===== src/rtl/alu_pkg.sv =====
// Shared ALU definitions: function codes, flag-class encodings and the
// expected flag class for each function code.
package alu_pkg;

    typedef enum logic [3:0] {
        FUN_ADD  = 4'h0,
        FUN_SUB  = 4'h1,
        FUN_INC  = 4'h2,
        FUN_DEC  = 4'h3,
        FUN_AND  = 4'h4,
        FUN_OR   = 4'h5,
        FUN_XOR  = 4'h6,
        FUN_NOT  = 4'h7,
        FUN_NAND = 4'h8,
        FUN_NOR  = 4'h9,
        FUN_EQ   = 4'hA,
        FUN_CMP  = 4'hB,
        FUN_LT   = 4'hC,
        FUN_SHR  = 4'hD,
        FUN_SHL  = 4'hE,
        FUN_NOP  = 4'hF
    } alu_fun_t;

    // Flag vector ordering is {ARITH, LOGIC, CMP, SHIFT}
    localparam logic [3:0] FLAGS_ARITH = 4'b1000;
    localparam logic [3:0] FLAGS_LOGIC = 4'b0100;
    localparam logic [3:0] FLAGS_CMP   = 4'b0010;
    localparam logic [3:0] FLAGS_SHIFT = 4'b0001;
    localparam logic [3:0] FLAGS_NONE  = 4'b0000;

    typedef enum logic [1:0] {
        ST_IDLE,
        ST_WAIT,
        ST_HOLD
    } seq_state_t;

    function automatic logic [3:0] expected_flags(input logic [3:0] fun);
        if (fun <= FUN_DEC)      return FLAGS_ARITH;
        else if (fun <= FUN_NOR) return FLAGS_LOGIC;
        else if (fun <= FUN_LT)  return FLAGS_CMP;
        else if (fun <= FUN_SHL) return FLAGS_SHIFT;
        else                     return FLAGS_NONE;
    endfunction

endpackage


===== src/rtl/alu_cmd_sequencer_if.sv =====
// Command, ALU and result signals of the ALU command sequencer.
// master = sequencer side, slave = upstream/ALU/downstream environment.
interface alu_cmd_sequencer_if #(
    parameter int unsigned WIDTH = 16,
    parameter int unsigned FUN_W = 4
);
    logic             CMD_VALID;
    logic             CMD_READY;
    logic [WIDTH-1:0] CMD_A;
    logic [WIDTH-1:0] CMD_B;
    logic [FUN_W-1:0] CMD_FUN;

    logic [WIDTH-1:0] A;
    logic [WIDTH-1:0] B;
    logic [FUN_W-1:0] ALU_FUN;
    logic [WIDTH-1:0] ALU_OUT;
    logic             ARITH_FLAG;
    logic             LOGIC_FLAG;
    logic             CMP_FLAG;
    logic             SHIFT_FLAG;

    logic             RES_VALID;
    logic             RES_READY;
    logic [WIDTH-1:0] RES_DATA;
    logic [3:0]       RES_FLAGS;
    logic             RES_ERR;
    logic             BUSY;

    modport master (
        input  CMD_VALID, CMD_A, CMD_B, CMD_FUN,
        input  ALU_OUT, ARITH_FLAG, LOGIC_FLAG, CMP_FLAG, SHIFT_FLAG,
        input  RES_READY,
        output CMD_READY, A, B, ALU_FUN,
        output RES_VALID, RES_DATA, RES_FLAGS, RES_ERR, BUSY
    );

    modport slave (
        output CMD_VALID, CMD_A, CMD_B, CMD_FUN,
        output ALU_OUT, ARITH_FLAG, LOGIC_FLAG, CMP_FLAG, SHIFT_FLAG,
        output RES_READY,
        input  CMD_READY, A, B, ALU_FUN,
        input  RES_VALID, RES_DATA, RES_FLAGS, RES_ERR, BUSY
    );

endinterface


===== src/rtl/alu_cmd_fifo.sv =====
// Synchronous show-ahead command FIFO with full/empty status.
module alu_cmd_fifo #(
    parameter int unsigned WIDTH = 36,
    parameter int unsigned DEPTH = 4
) (
    input  logic             clk,
    input  logic             rst_n,
    input  logic             push,
    input  logic             pop,
    input  logic [WIDTH-1:0] wdata,
    output logic [WIDTH-1:0] rdata,
    output logic             full,
    output logic             empty
);
    localparam int unsigned AW = $clog2(DEPTH);
    localparam logic [AW:0] FULL_CNT = (AW+1)'(DEPTH);

    logic [WIDTH-1:0] mem [DEPTH];
    logic [AW-1:0]    wr_ptr;
    logic [AW-1:0]    rd_ptr;
    logic [AW:0]      count;
    logic             do_push;
    logic             do_pop;

    assign do_push = push & ~full;
    assign do_pop  = pop & ~empty;
    assign full    = (count == FULL_CNT);
    assign empty   = (count == '0);
    assign rdata   = mem[rd_ptr];

    always_ff @(posedge clk or negedge rst_n) begin
        if (!rst_n) begin
            wr_ptr <= '0;
            rd_ptr <= '0;
            count  <= '0;
        end else begin
            if (do_push) wr_ptr <= wr_ptr + 1'b1;
            if (do_pop)  rd_ptr <= rd_ptr + 1'b1;
            case ({do_push, do_pop})
                2'b10:   count <= count + 1'b1;
                2'b01:   count <= count - 1'b1;
                default: count <= count;
            endcase
        end
    end

    always_ff @(posedge clk) begin
        if (do_push) mem[wr_ptr] <= wdata;
    end

endmodule


===== src/rtl/alu_cmd_sequencer.sv =====
// Queues ALU commands, issues them one at a time to a registered ALU, waits
// the ALU latency and returns each result in order with a flag-class check.
module alu_cmd_sequencer
    import alu_pkg::*;
#(
    parameter int unsigned WIDTH   = 16,
    parameter int unsigned FUN_W   = 4,
    parameter int unsigned DEPTH   = 4,
    parameter int unsigned ALU_LAT = 1
) (
    input  logic                clk,
    input  logic                RST,
    alu_cmd_sequencer_if.master bus
);
    localparam int unsigned      CMD_W   = 2*WIDTH + FUN_W;
    localparam int unsigned      CNT_W   = $clog2(ALU_LAT + 1);
    localparam logic [CNT_W-1:0] LAT_CNT = CNT_W'(ALU_LAT);

    seq_state_t       state_q;
    seq_state_t       state_d;
    logic             fifo_full;
    logic             fifo_empty;
    logic             push;
    logic             pop;
    logic             capture;
    logic             accept;
    logic             go_idle;
    logic [CMD_W-1:0] head;
    logic [CNT_W-1:0] cnt_q;
    logic [WIDTH-1:0] a_q;
    logic [WIDTH-1:0] b_q;
    logic [FUN_W-1:0] fun_q;
    logic [WIDTH-1:0] res_data_q;
    logic [3:0]       res_flags_q;
    logic             res_valid_q;
    logic             res_err_q;
    logic [3:0]       alu_flags;

    assign push      = bus.CMD_VALID & ~fifo_full;
    assign alu_flags = {bus.ARITH_FLAG, bus.LOGIC_FLAG, bus.CMP_FLAG, bus.SHIFT_FLAG};

    alu_cmd_fifo #(
        .WIDTH (CMD_W),
        .DEPTH (DEPTH)
    ) u_fifo (
        .clk   (clk),
        .rst_n (RST),
        .push  (push),
        .pop   (pop),
        .wdata ({bus.CMD_A, bus.CMD_B, bus.CMD_FUN}),
        .rdata (head),
        .full  (fifo_full),
        .empty (fifo_empty)
    );

    always_ff @(posedge clk or negedge RST) begin
        if (!RST) state_q <= ST_IDLE;
        else      state_q <= state_d;
    end

    always_comb begin
        state_d = state_q;
        case (state_q)
            ST_IDLE: if (!fifo_empty) state_d = ST_WAIT;
            ST_WAIT: if (cnt_q == LAT_CNT) state_d = ST_HOLD;
            ST_HOLD: if (bus.RES_READY) state_d = fifo_empty ? ST_IDLE : ST_WAIT;
            default: state_d = ST_IDLE;
        endcase
    end

    // HOLD can release a result and pop the next command on the same edge
    always_comb begin
        pop     = 1'b0;
        capture = 1'b0;
        accept  = 1'b0;
        go_idle = 1'b0;
        case (state_q)
            ST_IDLE: pop = ~fifo_empty;
            ST_WAIT: capture = (cnt_q == LAT_CNT);
            ST_HOLD: begin
                accept  = bus.RES_READY;
                pop     = bus.RES_READY & ~fifo_empty;
                go_idle = bus.RES_READY & fifo_empty;
            end
            default: ;
        endcase
    end

    always_ff @(posedge clk or negedge RST) begin
        if (!RST) begin
            a_q         <= '0;
            b_q         <= '0;
            fun_q       <= FUN_W'(FUN_NOP);
            cnt_q       <= '0;
            res_valid_q <= 1'b0;
            res_data_q  <= '0;
            res_flags_q <= '0;
            res_err_q   <= 1'b0;
        end else begin
            if (pop) begin
                {a_q, b_q, fun_q} <= head;
            end else if (go_idle) begin
                fun_q <= FUN_W'(FUN_NOP);
            end

            if (pop) begin
                cnt_q <= '0;
            end else if (state_q == ST_WAIT && !capture) begin
                cnt_q <= cnt_q + 1'b1;
            end

            if (capture) begin
                res_valid_q <= 1'b1;
                res_data_q  <= bus.ALU_OUT;
                res_flags_q <= alu_flags;
                res_err_q   <= (alu_flags != expected_flags(4'(fun_q)));
            end else if (accept) begin
                res_valid_q <= 1'b0;
            end
        end
    end

    assign bus.CMD_READY = ~fifo_full;
    assign bus.A         = a_q;
    assign bus.B         = b_q;
    assign bus.ALU_FUN   = fun_q;
    assign bus.RES_VALID = res_valid_q;
    assign bus.RES_DATA  = res_data_q;
    assign bus.RES_FLAGS = res_flags_q;
    assign bus.RES_ERR   = res_err_q;
    assign bus.BUSY      = ~fifo_empty | (state_q != ST_IDLE);

endmodule

===== src/flat_wrapper.sv =====
// flat-port wrapper written by rule: the top's interface ports become plain ports
module alu_cmd_sequencer_flat import alu_pkg::*;
#(
    parameter int unsigned WIDTH   = 16,
    parameter int unsigned FUN_W   = 4,
    parameter int unsigned DEPTH   = 4,
    parameter int unsigned ALU_LAT = 1
)
  (clk, RST, bus_CMD_VALID, bus_CMD_A, bus_CMD_B, bus_CMD_FUN, bus_ALU_OUT, bus_ARITH_FLAG, bus_LOGIC_FLAG, bus_CMP_FLAG, bus_SHIFT_FLAG, bus_RES_READY, bus_CMD_READY, bus_A, bus_B, bus_ALU_FUN, bus_RES_VALID, bus_RES_DATA, bus_RES_FLAGS, bus_RES_ERR, bus_BUSY);
  alu_cmd_sequencer_if #(.WIDTH(WIDTH), .FUN_W(FUN_W)) bus_i ();
  input  logic clk;
  input  logic RST;
  input wire logic [$bits(bus_i.CMD_VALID)-1:0] bus_CMD_VALID;
  input wire logic [$bits(bus_i.CMD_A)-1:0] bus_CMD_A;
  input wire logic [$bits(bus_i.CMD_B)-1:0] bus_CMD_B;
  input wire logic [$bits(bus_i.CMD_FUN)-1:0] bus_CMD_FUN;
  input wire logic [$bits(bus_i.ALU_OUT)-1:0] bus_ALU_OUT;
  input wire logic [$bits(bus_i.ARITH_FLAG)-1:0] bus_ARITH_FLAG;
  input wire logic [$bits(bus_i.LOGIC_FLAG)-1:0] bus_LOGIC_FLAG;
  input wire logic [$bits(bus_i.CMP_FLAG)-1:0] bus_CMP_FLAG;
  input wire logic [$bits(bus_i.SHIFT_FLAG)-1:0] bus_SHIFT_FLAG;
  input wire logic [$bits(bus_i.RES_READY)-1:0] bus_RES_READY;
  output wire logic [$bits(bus_i.CMD_READY)-1:0] bus_CMD_READY;
  output wire logic [$bits(bus_i.A)-1:0] bus_A;
  output wire logic [$bits(bus_i.B)-1:0] bus_B;
  output wire logic [$bits(bus_i.ALU_FUN)-1:0] bus_ALU_FUN;
  output wire logic [$bits(bus_i.RES_VALID)-1:0] bus_RES_VALID;
  output wire logic [$bits(bus_i.RES_DATA)-1:0] bus_RES_DATA;
  output wire logic [$bits(bus_i.RES_FLAGS)-1:0] bus_RES_FLAGS;
  output wire logic [$bits(bus_i.RES_ERR)-1:0] bus_RES_ERR;
  output wire logic [$bits(bus_i.BUSY)-1:0] bus_BUSY;
  assign bus_i.CMD_VALID = bus_CMD_VALID;
  assign bus_i.CMD_A = bus_CMD_A;
  assign bus_i.CMD_B = bus_CMD_B;
  assign bus_i.CMD_FUN = bus_CMD_FUN;
  assign bus_i.ALU_OUT = bus_ALU_OUT;
  assign bus_i.ARITH_FLAG = bus_ARITH_FLAG;
  assign bus_i.LOGIC_FLAG = bus_LOGIC_FLAG;
  assign bus_i.CMP_FLAG = bus_CMP_FLAG;
  assign bus_i.SHIFT_FLAG = bus_SHIFT_FLAG;
  assign bus_i.RES_READY = bus_RES_READY;
  assign bus_CMD_READY = bus_i.CMD_READY;
  assign bus_A = bus_i.A;
  assign bus_B = bus_i.B;
  assign bus_ALU_FUN = bus_i.ALU_FUN;
  assign bus_RES_VALID = bus_i.RES_VALID;
  assign bus_RES_DATA = bus_i.RES_DATA;
  assign bus_RES_FLAGS = bus_i.RES_FLAGS;
  assign bus_RES_ERR = bus_i.RES_ERR;
  assign bus_BUSY = bus_i.BUSY;
  alu_cmd_sequencer #(.WIDTH(WIDTH), .FUN_W(FUN_W), .DEPTH(DEPTH), .ALU_LAT(ALU_LAT)) u_core (.clk(clk), .RST(RST), .bus(bus_i));
endmodule

===== config.mk =====
export PLATFORM = sky130hd
export DESIGN_NAME = alu_cmd_sequencer_flat
export DESIGN_NICKNAME = d
export VERILOG_FILES = /design/src/rtl/alu_pkg.sv /design/src/rtl/alu_cmd_sequencer_if.sv /design/src/rtl/alu_cmd_fifo.sv /design/src/rtl/alu_cmd_sequencer.sv /design/src/flat_wrapper.sv
export SDC_FILE = /design/constraint.sdc
export NUM_CORES = 1
export LEC_CHECK = 0
export ABC_AREA = 1
export BUFFER_PORTS_ARGS = -buffer_cell sky130_fd_sc_hd__buf_4
export CORE_UTILIZATION = 45
export DETAILED_ROUTE_END_ITERATION = 12
export GPL_TIMING_DRIVEN = 0
export PLACE_DENSITY = 0.66
export SETUP_SLACK_MARGIN = 0.4
export SYNTH_ARGS = -nofsm -noshare
export SYNTH_HDL_FRONTEND = slang
export SYNTH_HIERARCHICAL = 1
export SYNTH_SLANG_ARGS = --single-unit

===== constraint.sdc =====
create_clock -name clk -period 3.8 [get_ports clk]
set_input_delay 0.76 -clock clk [delete_from_list [all_inputs] [get_ports clk]]
set_output_delay 0.76 -clock clk [all_outputs]
set_load 0.02 [all_outputs]

==> Word level (Yosys, flattened, before mapping) <==
Memories as Yosys holds them, arrays and structs flattened.
Cells that the tools add are included.
{ "classes": {"eq_ne": 9, "muxes": 23, "n_reduce_logical": 10, "add_sub_neg": 5, "order_cmp": 4, "bitwise": 8} }
{ "ops": {"columns": ["cell", "n"], "rows": [
  ["$mux W4", 6],
  ["$le A4 B4 Y1 const B", 3],
  ["$mux W1", 11],
  ["$reduce_bool A2 Y1", 5],
  ["$mux W2", 3],
  ["$pmux W2 S3", 1],
  ["$pmux W3 S2", 1],
  ["$and A1 B1 Y1", 5],
  ["$add A2 B1 Y2 const B", 2],
  ["$eq A2 B1 Y1 const B", 2],
  ["$eq A2 B2 Y1 const B", 2],
  ["$le A4 B2 Y1 const B", 1],
  ["$ne A2 B2 Y1 const B", 2],
  ["$ne A4 B4 Y1", 1],
  ["$add A3 B1 Y3 const B", 1],
  ["$eq A3 B3 Y1 const B", 1],
  ["$logic_not A3 Y1", 1],
  ["$reduce_and A3 Y1", 1],
  ["$sub A3 B1 Y3 const B", 1],
  ["$logic_not A2 Y1", 1],
  ["$ne A2 B1 Y1 const B", 1],
  ["$not A1 Y1", 2],
  ["$pmux W1 S2", 1],
  ["$add A1 B1 Y1 const B", 1],
  ["other kinds (3)", 3]
]} }
{ "totals": {"mem_count": 1, "elab_cells": 72, "reg_bits": 68, "ramBits": 144, "out_inout_bits": 60, "in_bits": 60} }
{ "mem_list": {"columns": ["memory", "depth", "word_bits", "read_ports", "rd_clocked_by_memory_dff", "write_ports", "line", "source"], "rows": [
  ["u_core.u_fifo.mem", 4, 36, 1, 0, 1, "alu_cmd_fifo.sv:18", "logic [WIDTH-1:0] mem [DEPTH];"]
]} }

==> Longest topological paths before layout <==
Gate-level depths: netlist of the first run.
{ "logic_depth": {"depth_word": 7, "mapped_depth": 17, "ltp_nobuf": 16} }

==> Hierarchy <==
Netlist of the first run, hierarchy kept.
{ "modules_own_cells": {"columns": ["module", "instances", "cells_per_inst", "area_per_inst_um2", "seq_area_each_um2"], "rows": [
  ["alu_cmd_fifo", 1, 480, 6287.3, 4499.3],
  ["alu_cmd_sequencer", 1, 291, 2483.6, 1531.5]
]} }

==> Worst setup path before layout of the first run <==
Ideal clock, no wire load.
{ "synth_path": {"kind": "input -> register", "start": "input bus_CMD_VALID", "end": "memory u_core.u_fifo.mem[0][0] (enable)", "t_arrival_ns": 2.625, "path_slack_ns": 0.746, "n_path_buf": 0, "stages": 4, "cell_sequence": "inv_1 -> nor2_1 -> nand2_1 -> nor2_1"} }
{ "synth_between": {"elab_chain_len": 4} }
{ "synth_rtl": {"columns": ["element", "line", "source"], "rows": [
  ["from (decl)", "flat_wrapper.sv:13", "input wire logic [$bits(bus_i.CMD_VALID)-1:0] bus_CMD_VALID;"],
  ["$and A1 B1 Y1", "alu_cmd_sequencer.sv:39", "assign push = bus.CMD_VALID & ~fifo_full;"],
  ["named net u_core.push", "alu_cmd_sequencer.sv:23", "logic push;"],
  ["$and A1 B1 Y1", "alu_cmd_fifo.sv:25", "assign do_push = push & ~full;"],
  ["$mux W1", "alu_cmd_fifo.sv:48", "if (do_push) mem[wr_ptr] <= wdata;"],
  ["$mux W1 (not written as such)", "alu_cmd_fifo.sv:48", null],
  ["to (decl)", "alu_cmd_fifo.sv:18", null]
]} }
The timed path passes the listed nets, and every way through them passes these cells.

==> Final worst setup path of the first run <==
{ "layout_path": {"start": "register u_core.u_fifo.count[2]", "end": "register u_core.u_fifo.count[2]"} }
{ "layout_between": {"elab_chain_len": 7, "elab_cells_between_ends": 15, "classes_between": "add/sub: 2; eq/ne: 3; mux: 2; bitwise: 6; reduce/logical: 2"} }
{ "layout_rtl": {"columns": ["element", "line", "source"], "rows": [
  ["from (decl)", "alu_cmd_fifo.sv:21", "logic [AW:0] count;"],
  ["from (signal assigned)", "alu_cmd_fifo.sv:40", "2'b10: count <= count + 1'b1;"],
  ["from (signal assigned)", "alu_cmd_fifo.sv:41", "2'b01: count <= count - 1'b1;"],
  ["from (signal assigned)", "alu_cmd_fifo.sv:42", "default: count <= count;"],
  ["$logic_not A3 Y1 (*)", "alu_cmd_fifo.sv:28", "assign empty = (count == '0);"],
  ["named net u_core.fifo_empty", "alu_cmd_sequencer.sv:22", "logic fifo_empty;"],
  ["$not A1 Y1 (*)", "alu_cmd_sequencer.sv:78, alu_cmd_sequencer.sv:82", null],
  ["$and A1 B1 Y1", "alu_cmd_sequencer.sv:82", "pop = bus.RES_READY & ~fifo_empty;"],
  ["$pmux W1 S2 (*)", "alu_cmd_sequencer.sv:77", "case (state_q)"],
  ["named net u_core.pop", "alu_cmd_sequencer.sv:24", "logic pop;"],
  ["$and A1 B1 Y1 (*)", "alu_cmd_fifo.sv:26", "assign do_pop = pop & ~empty;"],
  ["named net u_core.u_fifo.do_pop", "alu_cmd_fifo.sv:23", "logic do_pop;"],
  ["$eq A2 B1 Y1 or $eq A2 B2 Y1 (tied branches)", "alu_cmd_fifo.sv:39", "case ({do_push, do_pop})"],
  ["$pmux W3 S2 or $reduce_bool A2 Y1 (tied branches)", null, null]
]} }
Mark *: on every way through the listed nets, which the timed path passes. The rest lies on a longest branch.
A chain may end at the register's enable or synchronous reset.

==> summary.txt, run 1 <==
GRT
  – Met2 usage: 33.24%
  – Gr ovfl total: 0
  – Largest net degree at the start of global routing: 69
  – Antenna violations before repair: 0
  – Total GRT Usage: 19.39%
  – Global-route wire length before repair: 30,080 um
  – GR Util met3: 3.375%
  – Layer with the highest usage: met2
  – Met1 Usage GRT: 25.89%
  – Vias in the first global route: 5,651

Place
  – GPL Wtd Cong: 0.7300
  – I/O Buffers: 119
  – Dpl cell area: 10,120 um2
  – DPL Wire Length: 12,230 um
  – Pre-CTS WS: roughly 1100 ps
  – Placed cells: 1,154

Status
  – Status: complete, no violations

Worst setup path
  – FF-to-FF path depth: 16
  – CP endpoint kind: register
  – Critical path arrival: about 3100 ps
  – Setup crit start kind: register
  – Req. time, crit path: 4180 ps
  – Kind of critical path: reg2reg
  – Worst Path Max Fanout: 12

Drt
  – Vias: 5,736
  – DRT iter0 DRCs: 291
  – Pre-antenna DRT Iters: 4
  – Routed Antenna Nets: 0
  – DR vias/cell: about 4.8
  – DRC violations left: 0
  – Final WL: approximately 19,000 um
  – WL per Instance: approximately 16 um

Layout
  – Final nets: approximately 990
  – Synth-to-layout area growth: 23.94%
  – Final instance area: 10,870 um2
  – Ant diodes: 0
  – Layout cells sized above 1: roughly a quarter
  – Final std cells w/o fill: 1,194
  – Fillers: 1,624
  – Multi-input gate area: 2152 um2
  – Sequential cell area: 6031 um2
  – Final core utilization: 57.54%

Floorplanning
  – Num ports: 120
  – Starting Density: 46.42%
  – Die Wd: 141.6 um
  – Chip height: 141.6 um
  – FP Rows: 50
  – Core Area: 18,890 um2
  – Die area: around 20,000 um2

STA
  – Hold violation total from the final report: 0
  – Fin crit share: 70.95%
  – Worst slew pin tran: about 940 ps
  – Clock skew: ~9.5 ps
  – Fin crit period: between 2000 and 3000 ps
  – Slew HR: 37.49%
  – Final WS setup: 1104 ps
  – Unrepaired setup endpoints after global routing: false
  – Max-slew violation count: 0
  – Final setup viols: 0
  – F_max: 370.9 MHz

Clock tree
  – Post-CTS Setup Bufs: 0
  – Clk slew on worst S/H paths: about 60 ps
  – CTS tree: yes
  – Hold Buf Count CTS: 0
  – Clk Latency, worst-skew pair: 490 ps
  – CTS Buffer Depth: 3
  – Post-CTS sizing: 0
  – # H-tree levels: 1
  – Sink Count: approximately 210
  – CTS Buf Count: 23
  – Root Driver: clkbuf_16

Synth
  – Syn nets: 837
  – Cell count after synthesis: 771
  – Post-synth EDFFs: 144
  – Post-synth top area share: 49.30%
  – Synth top cells by count: nand2_1 (293), edfxtp_1 (144), inv_1 (99)
  – Synth unique cells: 28
  – Flops & latches, synth: 212
  – Primary FF master, synth: edfxtp_1
  – Syn Area/Cell: 11.38 um2
  – Synth top area cells: edfxtp_1 (49%), dfrtp_1 (18%), nand2_1 (13%), inv_1 (4.2%), o211ai_2 (4.0%)
  – Synth area leader: edfxtp_1
  – Post-synthesis cell area: between 8000 and 9000 um2
  – Asr flop ratio synth: 32.08%
  – Most common cell in the netlist: nand2_1
  – Register area share after synthesis: just under 70%
  – Syn. warnings: 6

Pwr
  – PD cells: 870.0 nW/um2
  – Worst vdd ir: 0.4964 mV
  – Power, Total: about 0.0095 W
  – Leak pwr: 4.953 nW

Flow run
  – Max-Cap Viols: 0

Hold path
  – Min-delay worst type: in2async
flip-flops by register name (all words and copies together), names as in the netlist:
name                  cells
u_core/u_fifo/count       3
u_core/bus.RES_FLAGS      4
u_core/bus.RES_ERR        1
u_core/bus.RES_DATA      16
u_core/u_fifo/mem       144
u_core/state_q            2
u_core/bus.B             16
u_core/bus.A             16
u_core/bus.RES_VALID      1
u_core/cnt_q              1
u_core/u_fifo/rd_ptr      2
u_core/u_fifo/wr_ptr      2
u_core/bus.ALU_FUN        4
final timing paths:
kind	start	slack, ps	endpoint
max	u_core/u_fifo/count[2]	1100	u_core/u_fifo/count[2]
min	RST	420	u_core/bus.RES_DATA[14]
max reg2reg	u_core/u_fifo/count[2]	1100	u_core/u_fifo/count[2]
min reg2reg	u_core/cnt_q	470	u_core/state_q[0]
max in group asynchronous	RST	2780	u_core/bus.A[4]
min in group clk	u_core/cnt_q	470	u_core/state_q[0]
per-stage QoR:
| stage | hold WS [ps] | TNS (ps) |
|---|---|---|
| floorplan | 436.3 | 0 |
| global placement | 442.2 | -82620 |
| detailed placement | 461.0 | 0 |
| CTS | 452.0 | 0 |
| global route | 451.6 | 0 |
| finish | 423.4 | 0 |
routing by layer:
metal  vias up  wire length, um
li1       2839                -
met5         -                0
met1      2731             8130
met2       151             9104
met3        15             1202
met4         0              198
logic make-up (layout without fill, tap and decap cells):
kind of cell | after synthesis | count (layout) | synth area share, %
and+or+nand+nor | 329 | 329 | 14.51
DFF | 212 | 212 | 68.76
buffers and inverters | 139 | 302 | 7.047
AOI/OAI and AO/OA | 84 | 84 | 8.645
adders and majority gates | 6 | 6 | 0.9415
xor gates and xnor gates | 1 | 1 | 0.09988
worst max-delay path, stage by stage (launching register included):
cell	delay (ps)
dfrtp_1	390
inv_2	50
nand3_1	240
inv_1	120
nor2_1	120
nand2_2	100
inv_2	120
buf_2	310
nand2_1	130
inv_1	110
ha_1	160
inv_1	60
fa_1	380
nand2_1	100
nand3_1	70
nand2_1	60
nand2_1	50
layout make-up:
| class | instances | area share, % |
|---|---|---|
| tap | 260 | 2.993 |
| clock inverter | 8 | 0.9093 |
| inverter | 107 | 3.695 |
| clock buffer | 32 | 5.974 |
| multi-input combinational | 420 | 19.80 |
| sequential | 212 | 55.48 |
| buffer | 32 | 1.991 |
| timing repair buffer | 123 | 9.162 |
layout by cell type (no fill, tap or decap), types with 6 or more instances in the layout:
master     netlist  final
buf_2           20     20
o211ai_1        44     44
nor2_1          17     13
nand2_1        293    293
dfrtp_1         64     64
inv_2            8      8
inv_1           99     99
clkbuf_16        0     23
nand3_1         12     12
clkbuf_1         1      6
buf_4            1    120
buf_6            9      9
edfxtp_1       144    144
o211ai_2        28     28
power by group:
group          switching [W]  leakage [nW]  internal [W]
Clock               0.000855         0.365       0.00133
Sequential          0.000295          2.14       0.00321
Combinational        0.00240          2.45       0.00137
Total                0.00355          4.95       0.00591
Power figures use the tool's default switching activity.
==> run 2: changes to the inputs <==
- clock period: 3.8 -> 2.5 ns (I/O delays scaled with it)
==> run 2 against run 1 <==
  * Critical path depth shrank 10
  * Core utilization grew 2.1 points
  * Cell count rose by 2.0%
  * First-iteration DRC count increased by 2.1%
  * Highest routed layer unchanged
==> summary.txt, run 2 (synthesis results as in run 1) <==
Status
  – Status: complete, no violations

Worst setup path
  – Kind of cell adding the most delay to the critical path: buffers and inverters
  – CP endpoint kind: output port
  – Kind of critical path: reg2out
  – Req. time, crit path: 2000 ps (-2180 ps)
  – Setup crit start kind: register
  – CP cell instances: inv_2 > buf_4 > nand3_2 > inv_2 > inv_1 > buf_4
  – Max incr delay on CP: 400 ps (about the same)
  – Critical path arrival: 1530 ps (-1550 ps)
  – Crit path buffers/inverters: 5 (-1)
  – Worst Path Max Fanout: 4 (-8)
  – Slowest CP cell: dfrtp_1

Layout
  – Biggest register: u_core/u_fifo/mem
  – Layout cells sized above 1: 28.71% (+3.3 points)
  – Synth-to-layout area growth: 28.45%
  – Most frequent cells in the layout: nand2_1 (289), edfxtp_1 (144), buf_4 (138)
  – Fillers: 1,585 (-2.4%)
  – Final nets: 1,007 (+2.2%)
  – Ant diodes: 0 (unchanged)
  – Final instance area: 11,270 um2 (+3.6%)
  – Commonest non-fill, non-tap cell in the layout: nand2_1
  – Max reg flops: 144 (unchanged)
  – Final core utilization: 59.63% (+2.1 points)

GRT
  – Global-route wire length before repair: 29,280 um (-2.7%)
  – Vias in the first global route: 5,622 (-0.51%)
  – Antenna violations before repair: 0 (unchanged)
  – Largest net degree at the start of global routing: 69 (unchanged)
  – Total GRT Usage: 18.94% (-0.45 points)
  – Gr ovfl total: 0 (unchanged)

Clock tree
  – Clk slew on worst S/H paths: 60 ps (about the same)
  – CTS tree: yes
  – Hold Buf Count CTS: 0 (unchanged)
  – # H-tree levels: 1 (unchanged)
  – CTS Buffer Depth: 3 (unchanged)
  – Root Driver: clkbuf_16
  – CTS Buf Count: 24 (+4.3%)
  – Sink Count: 212 (unchanged)
  – Clk Latency, worst-skew pair: 520 ps (+30 ps)

Flow run
  – Max-Cap Viols: 0 (unchanged)

STA
  – Fin crit share: 81.32%
  – Unrepaired setup endpoints after global routing: true
  – Clock skew: 23.99 ps (+14.46 ps)
  – Final WS setup: 467.1 ps (-637.0 ps)
  – Slew HR: 38.33% (+0.84 points)
  – Max-slew violation count: 0 (unchanged)
  – Hold violation total from the final report: 0 (unchanged)
  – Final setup viols: 0 (unchanged)
  – F_max: 491.9 MHz
  – Worst slew pin tran: 925.0 ps (-12.65 ps)
  – Fin crit period: 2033 ps

Floorplanning
  – FP Rows: 50 (unchanged)
  – Chip height: 141.6 um (unchanged)
  – Die Wd: 141.6 um (unchanged)
  – Num ports: 120 (unchanged)
  – Core Area: 18,890 um2 (unchanged)
  – Die area: 20,050 um2 (unchanged)
  – Starting Density: 46.42% (unchanged)

Drt
  – WL per Instance: 15.60 um (about the same)
  – Vias: 5,845 (+1.9%)
  – DR vias/cell: 4.799 (-0.11%)
  – Final WL: 19,000 um (+1.9%)
  – Pre-antenna DRT Iters: 4 (unchanged)
  – DRT iter0 DRCs: 297 (+2.1%)
  – Routed Antenna Nets: 0 (unchanged)
  – DRC violations left: 0 (unchanged)

Hold path
  – Min-delay worst type: in2async

Place
  – GPL Wtd Cong: 0.7668 (+5.0%)
  – Dpl cell area: 10,120 um2 (about the same)
  – I/O Buffers: 119 (unchanged)
  – Pre-CTS WS: -52.37 ps (-1113 ps)
  – DPL Wire Length: 11,910 um (-2.6%)

Pwr
  – PD cells: 1362 nW/um2 (+57%)
  – Leak pwr: 5.126 nW (+3.5%)
  – Worst vdd ir: 0.6735 mV (+36%)
==> run 2: cell count changes in the layout (fill, tap and decap cells not counted), sizes merged <==
cell,delta
bufinv,+3
buf,+20
clkinv,-1
clkbuf,+4
inv,-1
clkinvlp,-1
==> run 2: layout make-up <==
class / instances / area (um2) / share of cell area (%)
sequential: 212 / 6031 / 53.53
inverter: 107 / 411.6 / 3.654
buffer: 32 / 231.5 / 2.055
clock inverter: 8 / 176.4 / 1.566
clock buffer: 35 / 671.9 / 5.964
tap: 260 / 325.3 / 2.888
multi-input combinational: 420 / 2230 / 19.79
timing repair buffer: 144 / 1189 / 10.55
==> run 2: worst paths after layout <==
check                                            start                       end  slack, ps  depth (start not counted)
worst max-delay path            u_core/u_fifo/count[0]             bus_CMD_READY        470                          6
worst min register to register            u_core/cnt_q         u_core/state_q[0]        460                          1
worst max register to register  u_core/u_fifo/count[1]    u_core/u_fifo/count[2]        490                         16
worst min-delay path                               RST   u_core/bus.RES_FLAGS[3]        120                          1
max in group asynchronous                          RST           u_core/bus.A[8]       1760                          1
min in group clk                          bus_CMD_B[6]  u_core/u_fifo/mem[3][10]        180                          1
==> run 2: repair_timing <==
item	CTS	global route
gates cloned	0	1
pin swaps	4	10
gates resized for setup	11	20
buffers inserted	7	13
setup endpoints to repair	127	30
==> run 2: where the power goes <==
part,internal [W],switching (W)
Sequential,0.00488,0.000444
Clock,0.00238,0.00133
Combinational,0.00245,0.00386
Total,0.00971,0.00564
==> run 2: metal layers <==
layer  share of wire [%]  track usage, %  vias up
li1                    -               -     2882
met1                  45           25.39     2770
met2                  47           31.16      161
met3                 5.5           3.712       32
met4                 2.3           5.999        0
met5                   0               0        -
==> run 2: per-stage QoR <==
| stage | instances | setup TNS [ps] | power, W | hold slack (ps) |
|---|---|---|---|---|
| finish | 1218 | 0 | 0.01535 | 124.9 |
| global route | 1218 | 0 | 0.01627 | 163.2 |
| CTS | 1204 | 0 | 0.01509 | 156.3 |
| detailed placement | 1154 | -52.37 | 0.01117 | 454.9 |
| global placement | 1150 | -98900 | 0.01094 | 449.6 |
| floorplan | 771 | 0 | 0.009047 | 204.4 |
